<file path="src/rtl/cache_refill_ctrl.sv">
// Blocking cache refill controller: zero-stall read hits, 4-word block refill on a miss,
// write-through/no-allocate writes, saturating hit/miss statistics.
module cache_refill_ctrl #(
    parameter int ADDR_WIDTH = 32,
    parameter int DATA_WIDTH = 8
) (
    input  logic                    clk,
    input  logic                    reset,
    input  logic                    cpu_rd_req,
    input  logic                    cpu_wr_req,
    input  logic [ADDR_WIDTH-1:0]   cpu_addr,
    input  logic [DATA_WIDTH-1:0]   cpu_wdata,
    output logic [DATA_WIDTH-1:0]   cpu_rdata,
    output logic                    cpu_ready,
    output logic                    cpu_stall,
    output logic                    cache_rd_en,
    output logic                    cache_wr_en,
    output logic                    cache_invalid,
    output logic [ADDR_WIDTH-1:0]   cache_addr,
    output logic [4*DATA_WIDTH-1:0] cache_wdata,
    input  logic [DATA_WIDTH-1:0]   cache_rdata,
    input  logic                    cache_hit,
    output logic                    mem_req,
    output logic                    mem_we,
    output logic [ADDR_WIDTH-1:0]   mem_addr,
    output logic [DATA_WIDTH-1:0]   mem_wdata,
    input  logic                    mem_ack,
    input  logic [DATA_WIDTH-1:0]   mem_rdata,
    output logic [15:0]             hit_count,
    output logic [15:0]             miss_count
);

    typedef enum logic [2:0] {StIdle, StRefill, StFill, StWrite, StRespond} state_e;

    state_e                  state_q, state_d;
    logic [ADDR_WIDTH-1:0]   addr_q, addr_d;
    logic [DATA_WIDTH-1:0]   data_q, data_d;
    logic [1:0]              off_q, off_d;
    logic [1:0]              cnt_q, cnt_d;
    logic [4*DATA_WIDTH-1:0] buf_q, buf_d;
    logic                    is_rd_q, is_rd_d;
    logic [15:0]             hit_cnt_q, hit_cnt_d;
    logic [15:0]             miss_cnt_q, miss_cnt_d;

    always_ff @(posedge clk or posedge reset) begin
        if (reset) begin
            state_q    <= StIdle;
            addr_q     <= '0;
            data_q     <= '0;
            off_q      <= '0;
            cnt_q      <= '0;
            buf_q      <= '0;
            is_rd_q    <= 1'b0;
            hit_cnt_q  <= '0;
            miss_cnt_q <= '0;
        end else begin
            state_q    <= state_d;
            addr_q     <= addr_d;
            data_q     <= data_d;
            off_q      <= off_d;
            cnt_q      <= cnt_d;
            buf_q      <= buf_d;
            is_rd_q    <= is_rd_d;
            hit_cnt_q  <= hit_cnt_d;
            miss_cnt_q <= miss_cnt_d;
        end
    end

    always_comb begin
        state_d    = state_q;
        addr_d     = addr_q;
        data_d     = data_q;
        off_d      = off_q;
        cnt_d      = cnt_q;
        buf_d      = buf_q;
        is_rd_d    = is_rd_q;
        hit_cnt_d  = hit_cnt_q;
        miss_cnt_d = miss_cnt_q;
        unique case (state_q)
            StIdle: begin
                if (cpu_wr_req) begin
                    addr_d  = cpu_addr;
                    data_d  = cpu_wdata;
                    is_rd_d = 1'b0;
                    state_d = StWrite;
                end else if (cpu_rd_req) begin
                    if (cache_hit) begin
                        hit_cnt_d = (hit_cnt_q != 16'hFFFF) ? hit_cnt_q + 16'd1 : hit_cnt_q;
                    end else begin
                        miss_cnt_d = (miss_cnt_q != 16'hFFFF) ? miss_cnt_q + 16'd1 : miss_cnt_q;
                        addr_d     = {cpu_addr[ADDR_WIDTH-1:2], 2'b00};
                        off_d      = cpu_addr[1:0];
                        cnt_d      = 2'd0;
                        is_rd_d    = 1'b1;
                        state_d    = StRefill;
                    end
                end
            end
            StRefill: begin
                if (mem_ack) begin
                    buf_d[cnt_q*DATA_WIDTH +: DATA_WIDTH] = mem_rdata;
                    cnt_d = cnt_q + 2'd1;
                    if (cnt_q == 2'd3) state_d = StFill;
                end
            end
            StFill:    state_d = StRespond;
            StWrite:   if (mem_ack) state_d = StRespond;
            StRespond: state_d = StIdle;
            default:   state_d = StIdle;
        endcase
    end

    always_comb begin
        cpu_rdata     = '0;
        cpu_ready     = 1'b0;
        cpu_stall     = 1'b0;
        cache_rd_en   = 1'b0;
        cache_wr_en   = 1'b0;
        cache_invalid = 1'b0;
        cache_addr    = '0;
        cache_wdata   = '0;
        mem_req       = 1'b0;
        mem_we        = 1'b0;
        mem_addr      = '0;
        mem_wdata     = '0;
        unique case (state_q)
            StIdle: begin
                // Idle outputs follow the request inputs, so silence them while reset is held.
                if (!reset) begin
                    if (cpu_wr_req) begin
                        cache_invalid = 1'b1;
                        cache_addr    = cpu_addr;
                        cpu_stall     = 1'b1;
                    end else if (cpu_rd_req) begin
                        cache_rd_en = 1'b1;
                        cache_addr  = cpu_addr;
                        if (cache_hit) begin
                            cpu_ready = 1'b1;
                            cpu_rdata = cache_rdata;
                        end else begin
                            cpu_stall = 1'b1;
                        end
                    end
                end
            end
            StRefill: begin
                mem_req   = 1'b1;
                mem_addr  = addr_q + ADDR_WIDTH'(cnt_q);
                cpu_stall = 1'b1;
            end
            StFill: begin
                cache_wr_en = 1'b1;
                cache_addr  = addr_q;
                cache_wdata = buf_q;
                cpu_stall   = 1'b1;
            end
            StWrite: begin
                mem_req   = 1'b1;
                mem_we    = 1'b1;
                mem_addr  = addr_q;
                mem_wdata = data_q;
                cpu_stall = 1'b1;
            end
            StRespond: begin
                cpu_ready = 1'b1;
                if (is_rd_q) cpu_rdata = buf_q[off_q*DATA_WIDTH +: DATA_WIDTH];
            end
            default: ;
        endcase
    end

    assign hit_count  = hit_cnt_q;
    assign miss_count = miss_cnt_q;

endmodule

</file>
<file path="config.mk">
export PLATFORM = sky130hd
export DESIGN_NAME = cache_refill_ctrl
export DESIGN_NICKNAME = d
export VERILOG_FILES = /design/src/rtl/cache_refill_ctrl.sv
export SDC_FILE = /design/constraint.sdc
export NUM_CORES = 1
export LEC_CHECK = 0
export BUFFER_PORTS_ARGS = -buffer_cell sky130_fd_sc_hd__buf_2
export CORE_MARGIN = 1.5
export CORE_UTILIZATION = 45
export DETAILED_ROUTE_END_ITERATION = 8
export MAX_ROUTING_LAYER = met4
export PLACE_DENSITY = 0.72
export SLEW_MARGIN = 20
export SYNTH_ARGS = -nofsm -noshare
export SYNTH_HDL_FRONTEND = slang
export SYNTH_SLANG_ARGS = --single-unit
</file>
<file path="constraint.sdc">
create_clock -name clk -period 5.47 [get_ports clk]
set_clock_uncertainty 0.1 [all_clocks]
set_input_delay 1.094 -clock clk [delete_from_list [all_inputs] [get_ports clk]]
set_output_delay 1.094 -clock clk [all_outputs]
set_load 0.01 [all_outputs]
</file>
**Word level (Yosys, flattened, before mapping)**

Index checks and enable logic that the tools add are counted.

- Add/sub/neg operators: 5
- Multipliers: 0
- Divide/modulo/power cells: 0
- Magnitude comparators: 0
- Eq/ne operators: 16
- Shifts and indexed selects: 3
- Multiplexer cells: 52
- Bitwise gates (word level): 2
- Reductions and logical operators: 13

Operators by type and width:

| cell | number |
|---|---|
| two-way mux 32 bit | 7 |
| one-hot mux 32 bit (2 select lines) | 2 |
| two-way mux 8 bit | 6 |
| negator 5 -> 34 bit | 1 |
| variable shift 8 x 34 -> 32 bit, first input constant | 1 |
| variable part select 8 x 34 -> 32 bit | 1 |
| adder 16 x 1 -> 16 bit, second input constant | 2 |
| adder 32 x 2 -> 32 bit | 1 |
| bitwise mux 32 bit | 1 |
| inequality test 16 bit, second input constant | 2 |
| variable part select 32 x 6 -> 8 bit | 1 |
| two-way mux 1 bit | 21 |
| AND reduction 5 bit | 4 |
| two-way mux 3 bit | 6 |
| one-hot mux 8 bit (2 select lines) | 1 |
| inequality test 2 bit, second input constant | 7 |
| one-hot mux 3 bit (4 select lines) | 1 |
| two-way mux 2 bit | 4 |
| == test 3 x 2 -> 1 bit, second input constant | 2 |
| inequality test 3 bit, second input constant | 2 |
| one-hot mux 1 bit (2 select lines) | 2 |
| one-hot mux 2 bit (2 select lines) | 1 |
| AND reduction 2 bit | 2 |
| AND reduction 4 bit | 1 |
| 10 further kinds | 12 |

- Bits in registers: 112
- Latch bits: 0
- Bits in writable memories: 0
- ROM bits: 0
- Input port bits: 62
- Output and inout bits: 151
- Word-level logic and storage cells: 100
- Memories kept: 0

**Longest topological paths before layout**

Gate-level depths: netlist of run 1.

- Word-level depth: 5
- Depth in mapped cells: 8

**Worst setup path after synthesis of run 1**

OpenSTA, ideal clock, no wires.

- Path kind: in2out
- Start point: in reset
- End point: out cpu_rdata[0]
- Arrival: 4564 ps
- Required time: 4276 ps
- Setup slack: -288 ps
- Stages: 5
- Path buffers: 1
- Path through: inv_1 and3_1 and2_1 clkbuf_1 a22o_1

- Word-level cells in the longest chain between the ends: 2

RTL lines:

| what | RTL line | source |
|---|---|---|
| start: declaration | 8 | `input logic reset,` |
| two-way mux 8 bit | 129 | `if (!reset) begin` |
| one-hot mux 8 bit (2 select lines) | 126 | `unique case (state_q)` |
| end: declaration | 13 | `output logic [DATA_WIDTH-1:0] cpu_rdata,` |

Every way passes these cells.

**Final worst setup path of run 1**

- Start point: reg cnt_q[0]
- End point: out mem_addr[28]

- Word-level cells in the longest chain between the ends: 2

RTL lines:

| what | RTL line | source |
|---|---|---|
| start: declaration | 39 | `logic [1:0] cnt_q, cnt_d;` |
| start signal: assignment | 61 | `cnt_q <= cnt_d;` |
| adder 32 x 2 -> 32 bit | 148 | `mem_addr = addr_q + ADDR_WIDTH'(cnt_q);` |
| one-hot mux 32 bit (2 select lines) | 126 |  |
| end: declaration | 25 | `output logic [ADDR_WIDTH-1:0] mem_addr,` |

Every way passes these cells.

==> results of run 1 <==
## cell usage in the layout, fill, tap and decap left out, types with 10 or more instances in the layout
cell	synthesis	final
buf_2	2	212
dfrtp_1	112	112
nand2_1	107	107
nor2_1	51	50
and2_1	43	43
mux2_2	42	42
a22o_1	42	42
o21ai_0	37	37
xor2_1	26	26
xnor2_1	24	24
nand3_1	19	19
nand4_1	19	19
inv_1	14	13
nor3_1	13	12
a21oi_1	10	10
ha_1	10	10
## sequential cells by signal, indices dropped and copies added, names as in the netlist
name and flops:
addr_q 32, buf_q 32, cnt_q 2, data_q 8
hit_count 16, is_rd_q 1, miss_count 16, off_q 2
state_q 3
## cell families after synthesis
kind of cell	count (synthesis)
and+or+nand+nor	306
DFF	112
AOI/OAI and AO/OA	104
muxes	52
xor gates and xnor gates	51
buffers and inverters	46
adders and majority gates	11
## per-layer routing
| layer | part of all wire (%) | global-route usage [%] | up-vias | routed length (microns) |
|---|---|---|---|---|
| met5 | 0 | - | - | 0 |
| met4 | 2.5 | 9.70 | 0 | 429 |
| met3 | 6.2 | 3.46 | 29 | 1080 |
| met2 | 48 | 39.2 | 205 | 8370 |
| met1 | 44 | 31.2 | 2764 | 7620 |
| li1 | - | - | 2802 | - |
## power groups by stage
stage | Combinational (mW) | Clock, mW | Sequential (mW)
final | 1.72 | 0.617 | 1.56
after global routing | 1.92 | 0.667 | 1.61
after CTS | 1.73 | 0.636 | 1.55
after detailed placement | 1.72 | 0 | 1.57
after global placement | 1.69 | 0 | 1.56
after floorplan | 1.26 | 0 | 1.40
## layout make-up
class | instances | area, sq um
Fill cell | 1323 | 6010
Timing Repair Buffer | 218 | 1110
Multi-Input combinational cell | 524 | 3560
Antenna cell | 2 | 5.00
Sequential cell | 112 | 2800
Clock buffer | 11 | 243
Inverter | 14 | 56.3
Clock inverter | 5 | 32.5
Tap cell | 180 | 225
## final timing paths
path / from / endpoint / slack [ns] / cells past startpoint
hold / removal: is_rd_q / is_rd_q / 0.37 / 2
max in group asynchronous: reset / addr_q[31] / 3.42 / 4
min in group asynchronous: reset / miss_count[1] / 0.79 / 3
setup reg to reg: state_q[1] / hit_count[14] / 2.92 / 5
hold reg to reg: is_rd_q / is_rd_q / 0.37 / 2
setup / recovery: cnt_q[0] / mem_addr[28] / 1.49 / 8
## stage by stage
| step | cells | total power, mW | utilization, % | hold slack, ns | area, sq um |
|---|---|---|---|---|---|
| floorplan | 682 | 2.66 | - | 0.339 | 6530 |
| global placement | 1048 | 3.25 | 55.1 | 0.354 | 7740 |
| detailed placement | 1048 | 3.30 | 55.1 | 0.357 | 7740 |
| CTS | 1064 | 3.92 | 57.1 | 0.376 | 8020 |
| global route | 1064 | 4.21 | 57.2 | 0.420 | 8030 |
| finish | 1066 | 3.90 | 57.2 | 0.373 | 8030 |
## worst max-delay path, delay by kind of cell (launching register included)
family | cells | cell delay [ns]
fa+ha+maj | 2 | 0.48
flops | 1 | 0.53
simple gates | 4 | 1.10
xor+xnor | 1 | 0.17
buf+inv | 1 | 0.15
==> flow_summary_export.csv, run 1 <==
group,metric,value,unit
clocking,cts_buffer_depth,2,
floorplan,coreArea,14000,sq um
timing,slew_headroom,30.7,%
timing,period_needed,3.98,ns
synth,yosys-top-cells-area,"dfrtp_1 (43%), mux2_2 (7.2%), nand2_1 (6.2%)",
critical_path,cp_slowest_cell,"nor3_2",
clocking,htreeDepth,3,
synth,synth.ff_latch_count,112,
power,leakagePower,3.95,nW
synth,yosysWarnings,0,
route,first_pass_iters,6,
power,p_sw,1.62,mW
route,drtIter0Drc,340,
route,via_per_inst,5.44,
floorplan,fp-row-count,43,
synth,synth_top_family_by_area,"simple AND/OR/NAND/NOR gates",
synth,synthXorXnorAreaFrac,6.96,%
clocking,root_buffer,"clkbuf_16",
clocking,clk_pin_slew,0.07,ns
place,place_congestion,0.947,
synth,synth_top_area_cell,"dfrtp_1",
clocking,cts_setup_buffers,0,
timing,finalSetupViolations,0,
clocking,cts_tree,"built",
timing,rsz0062_at_grt,"false",
flow_run,cap_viol_max_count,0,
critical_path,cp_max_fo,10,
timing,tightest_slew,1.03,ns
synth,synth_edf_count,0,
synth,synthFlopType,"dfrtp_1",
grt,grt_pass1_vias,5525,
place,dpl.hpwl,13100,microns
clocking,cts_made_buffers,9,
floorplan,die_h,123,microns
grt,grt_usage,24.4,%
route,totalWireLength,17500,microns
route,wire_per_inst,16.4,microns
floorplan,die_area,15200,sq um
clocking,cts_resized,0,
grt,overflow,0,
clocking,clock-sinks,112,
critical_path,required,4.28,ns
synth,synth_fa_ha_area_share,2.22,%
power,pwr-share-comb,44.2,%
route,ant_nets,0,
critical_path,cp_data_arrival_time,2.78,ns
min_path,hold_path_class,"reg -> reg",
timing,hold_viol,0,
final_layout,syn2layout_area_growth,23.1,%
power,switching_share,41.6,%
final_layout,drive_gt1_share,33.6,%
critical_path,slowest_delay,0.61,ns
clocking,clkLatencyLatePin,0.35,ns
synth,synth.area.mux_share,10.3,%
synth,ys_seq_area_share,43.0,%
synth,postSynth.asyncResetShare,100,%
run_status,outcome,"complete, no violations",
power,peakVddDrop,0.192,mV
critical_path,path_class,"reg -> out",
place,port_buffers,212,
route,route.detailed.drc,0,
final_layout,layout.nets,952,
critical_path,path_cells,"ha_1, fa_1, nand4_1, nor3_2, nand3_1, xnor2_1, nor2_1, buf_2",
power,p_clk_share,15.8,%
synth,syn_inst,682,
power,p_per_area,485,nW/um^2
synth,syn_area,6520,sq um
grt,antenna_found_initial,0,
floorplan,die_w,123,microns
grt,grt_max_degree,81,
synth,yosysMostFrequentCell,"dfrtp_1",
timing,setup_tns,0,ns
timing,slew_violations,0,
synth,mappedNetlistNets,755,
place,preCtsSetupSlack,1.71,ns
power,p_int,2.28,mW
grt,grt_pass1_wl,28100,microns
synth,avgSynthCellArea,9.57,sq um
floorplan,io_pins,213,
synth,ys_top_cells_by_count,"dfrtp_1 (112), nand2_1 (107), nor2_1 (51)",
synth,synth_top_area_share,43.0,%
floorplan,start_util,46.5,%
critical_path,critPathLaunchType,"flop",
timing,setup_ws,1.49,ns
synth,yosys.area_share.simple,23.8,%
timing,final.period_utilization,72.7,%
route,vias,5800,
critical_path,cp-end-kind,"output port",
clocking,cts_hold_buf,0,
power,pwr-share-seq,40.0,%
synth,synth_compound_area_share,11.0,%
timing,fmax,251,MHz
synth,yosysUniqueCellTypes,49,
Power figures use the tool's default switching activity.
==> inputs of run 2 (changes only) <==
Settings changed: ABC_AREA set to 1, PLACE_DENSITY 0.72 to 0.7.
Clock period 5.47 ns to 3.4 ns, I/O delays scaled along.
==> run 2 against run 1 <==
Compared with the run above:
- area after synthesis up 16%
- synthesized cell count up 66%
- critical endpoint is now mem_addr[18]
- die area up 15%
- cell count up 46%
- global-route usage up 2.9 points
- largest power group unchanged
- sequential power up 51%
- wire length up 34%
==> flow_summary_export.csv, run 2 <==
group,metric,value,unit
power,switching_share,50.3,%
route,wire_per_inst,15.1,microns
critical_path,critPathLaunchType,"flop",
floorplan,coreArea,16500,sq um
place,place_congestion,0.965,
synth,synth_top_area_share,37.2,%
power,pwr-share-comb,52.3,%
power,pwr-share-seq,32.8,%
timing,rsz0062_at_grt,"false",
synth,yosys-top-cells-area,"dfrtp_1 (37%), nand2_1 (15%), o21ai_0 (9.6%)",
power,leakagePower,4.63,nW
synth,synth_edf_count,0,
route,route.detailed.drc,0,
critical_path,cp.depth,11,
grt,use_met3,4.79,%
clocking,cts_hold_buf,0,
synth,yosysWarnings,0,
final_layout,layout.cells.non_filler,1553,
critical_path,path_cells,"ha_1, fa_1, nand3_2, inv_1, nand2_1, inv_1, nand2_1, inv_1, a21oi_1, nor2_1, buf_2",
timing,final.period_utilization,95.0,%
timing,tightest_slew,0.642,ns
critical_path,path_class,"reg -> out",
grt,grt_usage,27.3,%
critical_path,endpoint,"mem_addr[18]",
critical_path,slowest_delay,0.45,ns
floorplan,die_area,17500,sq um
synth,synthFlopType,"dfrtp_1",
clocking,clock-sinks,112,
synth,ys_seq_area_share,37.2,%
clocking,cts_tree,"built",
critical_path,cp_data_arrival_time,2.45,ns
power,p_sw,3.61,mW
synth,synth.ff_latch_count,112,
final_layout,final_common_cell,"nand2_1",
synth,synth_top_area_cell,"dfrtp_1",
final_layout,final_cell_mix,"nand2_1 (301), buf_2 (212), nor2_1 (147)",
synth,syn_area,7540,sq um
place,port_buffers,212,
floorplan,io_pins,213,
grt,use_met1,37.5,%
floorplan,start_util,45.8,%
synth,mappedNetlistNets,1203,
clocking,root_buffer,"clkbuf_16",
timing,fmax,310,MHz
final_layout,largestRegisters,"addr_q (32), buf_q (32)",
power,p_clk_share,14.9,%
synth,yosysMostFrequentCell,"nand2_1",
grt,grtUsageMet2,41.3,%
route,via_per_inst,5.21,
synth,avgSynthCellArea,6.67,sq um
critical_path,crit_path_start,"cnt_q[0]",
flow_run,cap_viol_max_count,0,
final_layout,multi_input_area,3990,sq um
timing,slew_violations,0,
clocking,cts_setup_buffers,0,
clocking,clk_pin_slew,0.08,ns
power,p_per_area,791,nW/um^2
critical_path,rr_startpoint,"cnt_q[0]",
route,drtIter0Drc,660,
place,placed_cells,1534,
critical_path,cp_slowest_cell,"fa_1",
timing,hold_viol,0,
timing,whs,0.391,ns
run_status,outcome,"complete, no violations",
clocking,cts_buffer_depth,2,
critical_path,cp_max_fo,6,
grt,grt_pass1_wl,37300,microns
min_path,hold_path_class,"reg -> reg",
timing,finalSetupViolations,0,
power,p_int,3.57,mW
route,totalWireLength,23400,microns
critical_path,cpMostUsedCell,"inv_1",
place,dpl.hpwl,17400,microns
final_layout,layout.nets,1398,
grt,grt_pass1_vias,7179,
grt,antenna_found_initial,3,
clocking,cts_made_buffers,9,
final_layout,regArea,2800,sq um
power,peakVddDrop,0.445,mV
grt,grt-busiest-layer,"met2",
route,vias,8098,
synth,syn_inst,1130,
critical_path,critPathBufInv,4,
final_layout,drive_gt1_share,20.8,%
critical_path,cp-end-kind,"output port",
grt,grt_max_degree,113,
timing,setup_tns,0,ns
final_layout,fillers,1703,
final_layout,syn2layout_area_growth,20.3,%
critical_path,worstReg2RegEnd,"buf_q[17]",
floorplan,die_w,132,microns
floorplan,die_h,132,microns
route,ant_nets,0,
clocking,htreeDepth,3,
synth,yosysUniqueCellTypes,38,
critical_path,reg2regPathDepth,7,
clocking,clkLatencyLatePin,0.36,ns
route,first_pass_iters,5,
critical_path,r2r_slack,0.97,ns
synth,postSynth.asyncResetShare,100,%
grt,overflow,0,
timing,slew_headroom,57.2,%
critical_path,required,2.62,ns
critical_path,crit_family,"adder cells",
floorplan,fp-row-count,47,
timing,period_needed,3.23,ns
synth,ys_top_cells_by_count,"nand2_1 (301), nor2_1 (147), o21ai_0 (145)",
==> run 2: cell types whose count changed in the layout (fill, tap and decap cells not counted), moves of 43 or more <==
| cell | previous run | this run |
|---|---|---|
| nand3_1 | 19 | 102 |
| o21ai_0 | 37 | 145 |
| nand2_1 | 107 | 301 |
| inv_1 | 13 | 128 |
| and2_1 | 43 | 0 |
| nor2_1 | 50 | 147 |
==> run 2: how the worst min path moves through the flow <==
| stage | to | from | cells after the start |
|---|---|---|---|
| 6_report | buf_q[11] | buf_q[11] | 2 |
| 3_3_place_gp | buf_q[10] | buf_q[10] | 2 |
| 5_1_grt | buf_q[11] | buf_q[11] | 2 |
| 3_5_place_dp | buf_q[9] | buf_q[9] | 2 |
| 2_1_floorplan | buf_q[10] | buf_q[10] | 2 |
| 4_1_cts | buf_q[11] | buf_q[11] | 2 |
==> run 2: layer usage <==
| metal | share of wire [%] | up-vias | wire (microns) |
|---|---|---|---|
| li1 | - | 4023 | - |
| met3 | 7.8 | 28 | 1820 |
| met1 | 45 | 3709 | 10600 |
| met5 | 0 | - | 0 |
| met2 | 45 | 338 | 10500 |
| met4 | 1.9 | 0 | 444 |
==> run 2: power by group through the flow <==
| stage | combinational [mW] | clock, mW | sequential, mW |
|---|---|---|---|
| after floorplan | 2.46 | 0 | 2.27 |
| after global placement | 3.67 | 0 | 2.34 |
| after detailed placement | 3.71 | 0 | 2.35 |
| after CTS | 3.73 | 1.09 | 2.33 |
| after global routing | 4.20 | 1.13 | 2.42 |
| final | 3.75 | 1.07 | 2.35 |
==> run 2: worst reg2reg max path, delay by kind of cell (launching register included) <==
| kind | cells | cell delay (ns) |
|---|---|---|
| compound gates | 1 | 0.13 |
| fa+ha+maj | 1 | 0.53 |
| buf+inv | 3 | 0.53 |
| flops | 1 | 0.38 |
| simple gates | 2 | 0.66 |
==> run 2: area by class of cell <==
cell class              instances  share of cell area (%)
multi-input cells             837                    44.0
flip-flops and latches        112                    30.9
repair buffers                222                    12.7
inverters                     143                    6.07
well taps                     220                    3.04
clock buffers                   9                    2.48
clock inverters                 7                   0.731
diodes                          3                  0.0828
==> run 2: repair_timing <==
action	in CTS	in global routing
resized for setup	0	1
endpoints found under the setup margin	0	2
hold endpoints to repair	0	0
==> run 2: cells by family (layout without fill, tap and decap cells) <==
family,Yosys count,in the layout,synth area share [%]
xor+xnor,21,21,2.44
buf+inv,181,381,9.94
compound gates,200,200,13.6
simple gates,605,605,34.9
other cells,0,3,0
fa+ha+maj,11,11,1.93
flops,112,112,37.2
==> run 2: stage by stage <==
| stage | setup slack (ns) | instance area, sq um | power, mW | util [%] |
|---|---|---|---|---|
| floorplan | 0.00843 | 7540 | 4.72 | - |
| finish | 0.171 | 9070 | 7.18 | 55.1 |
| global route | 0.0116 | 9070 | 7.75 | 55.1 |
| global placement | 0.585 | 8760 | 6.01 | 53.2 |
| detailed placement | 0.520 | 8760 | 6.07 | 53.2 |
| CTS | 0.115 | 9060 | 7.15 | 55.0 |
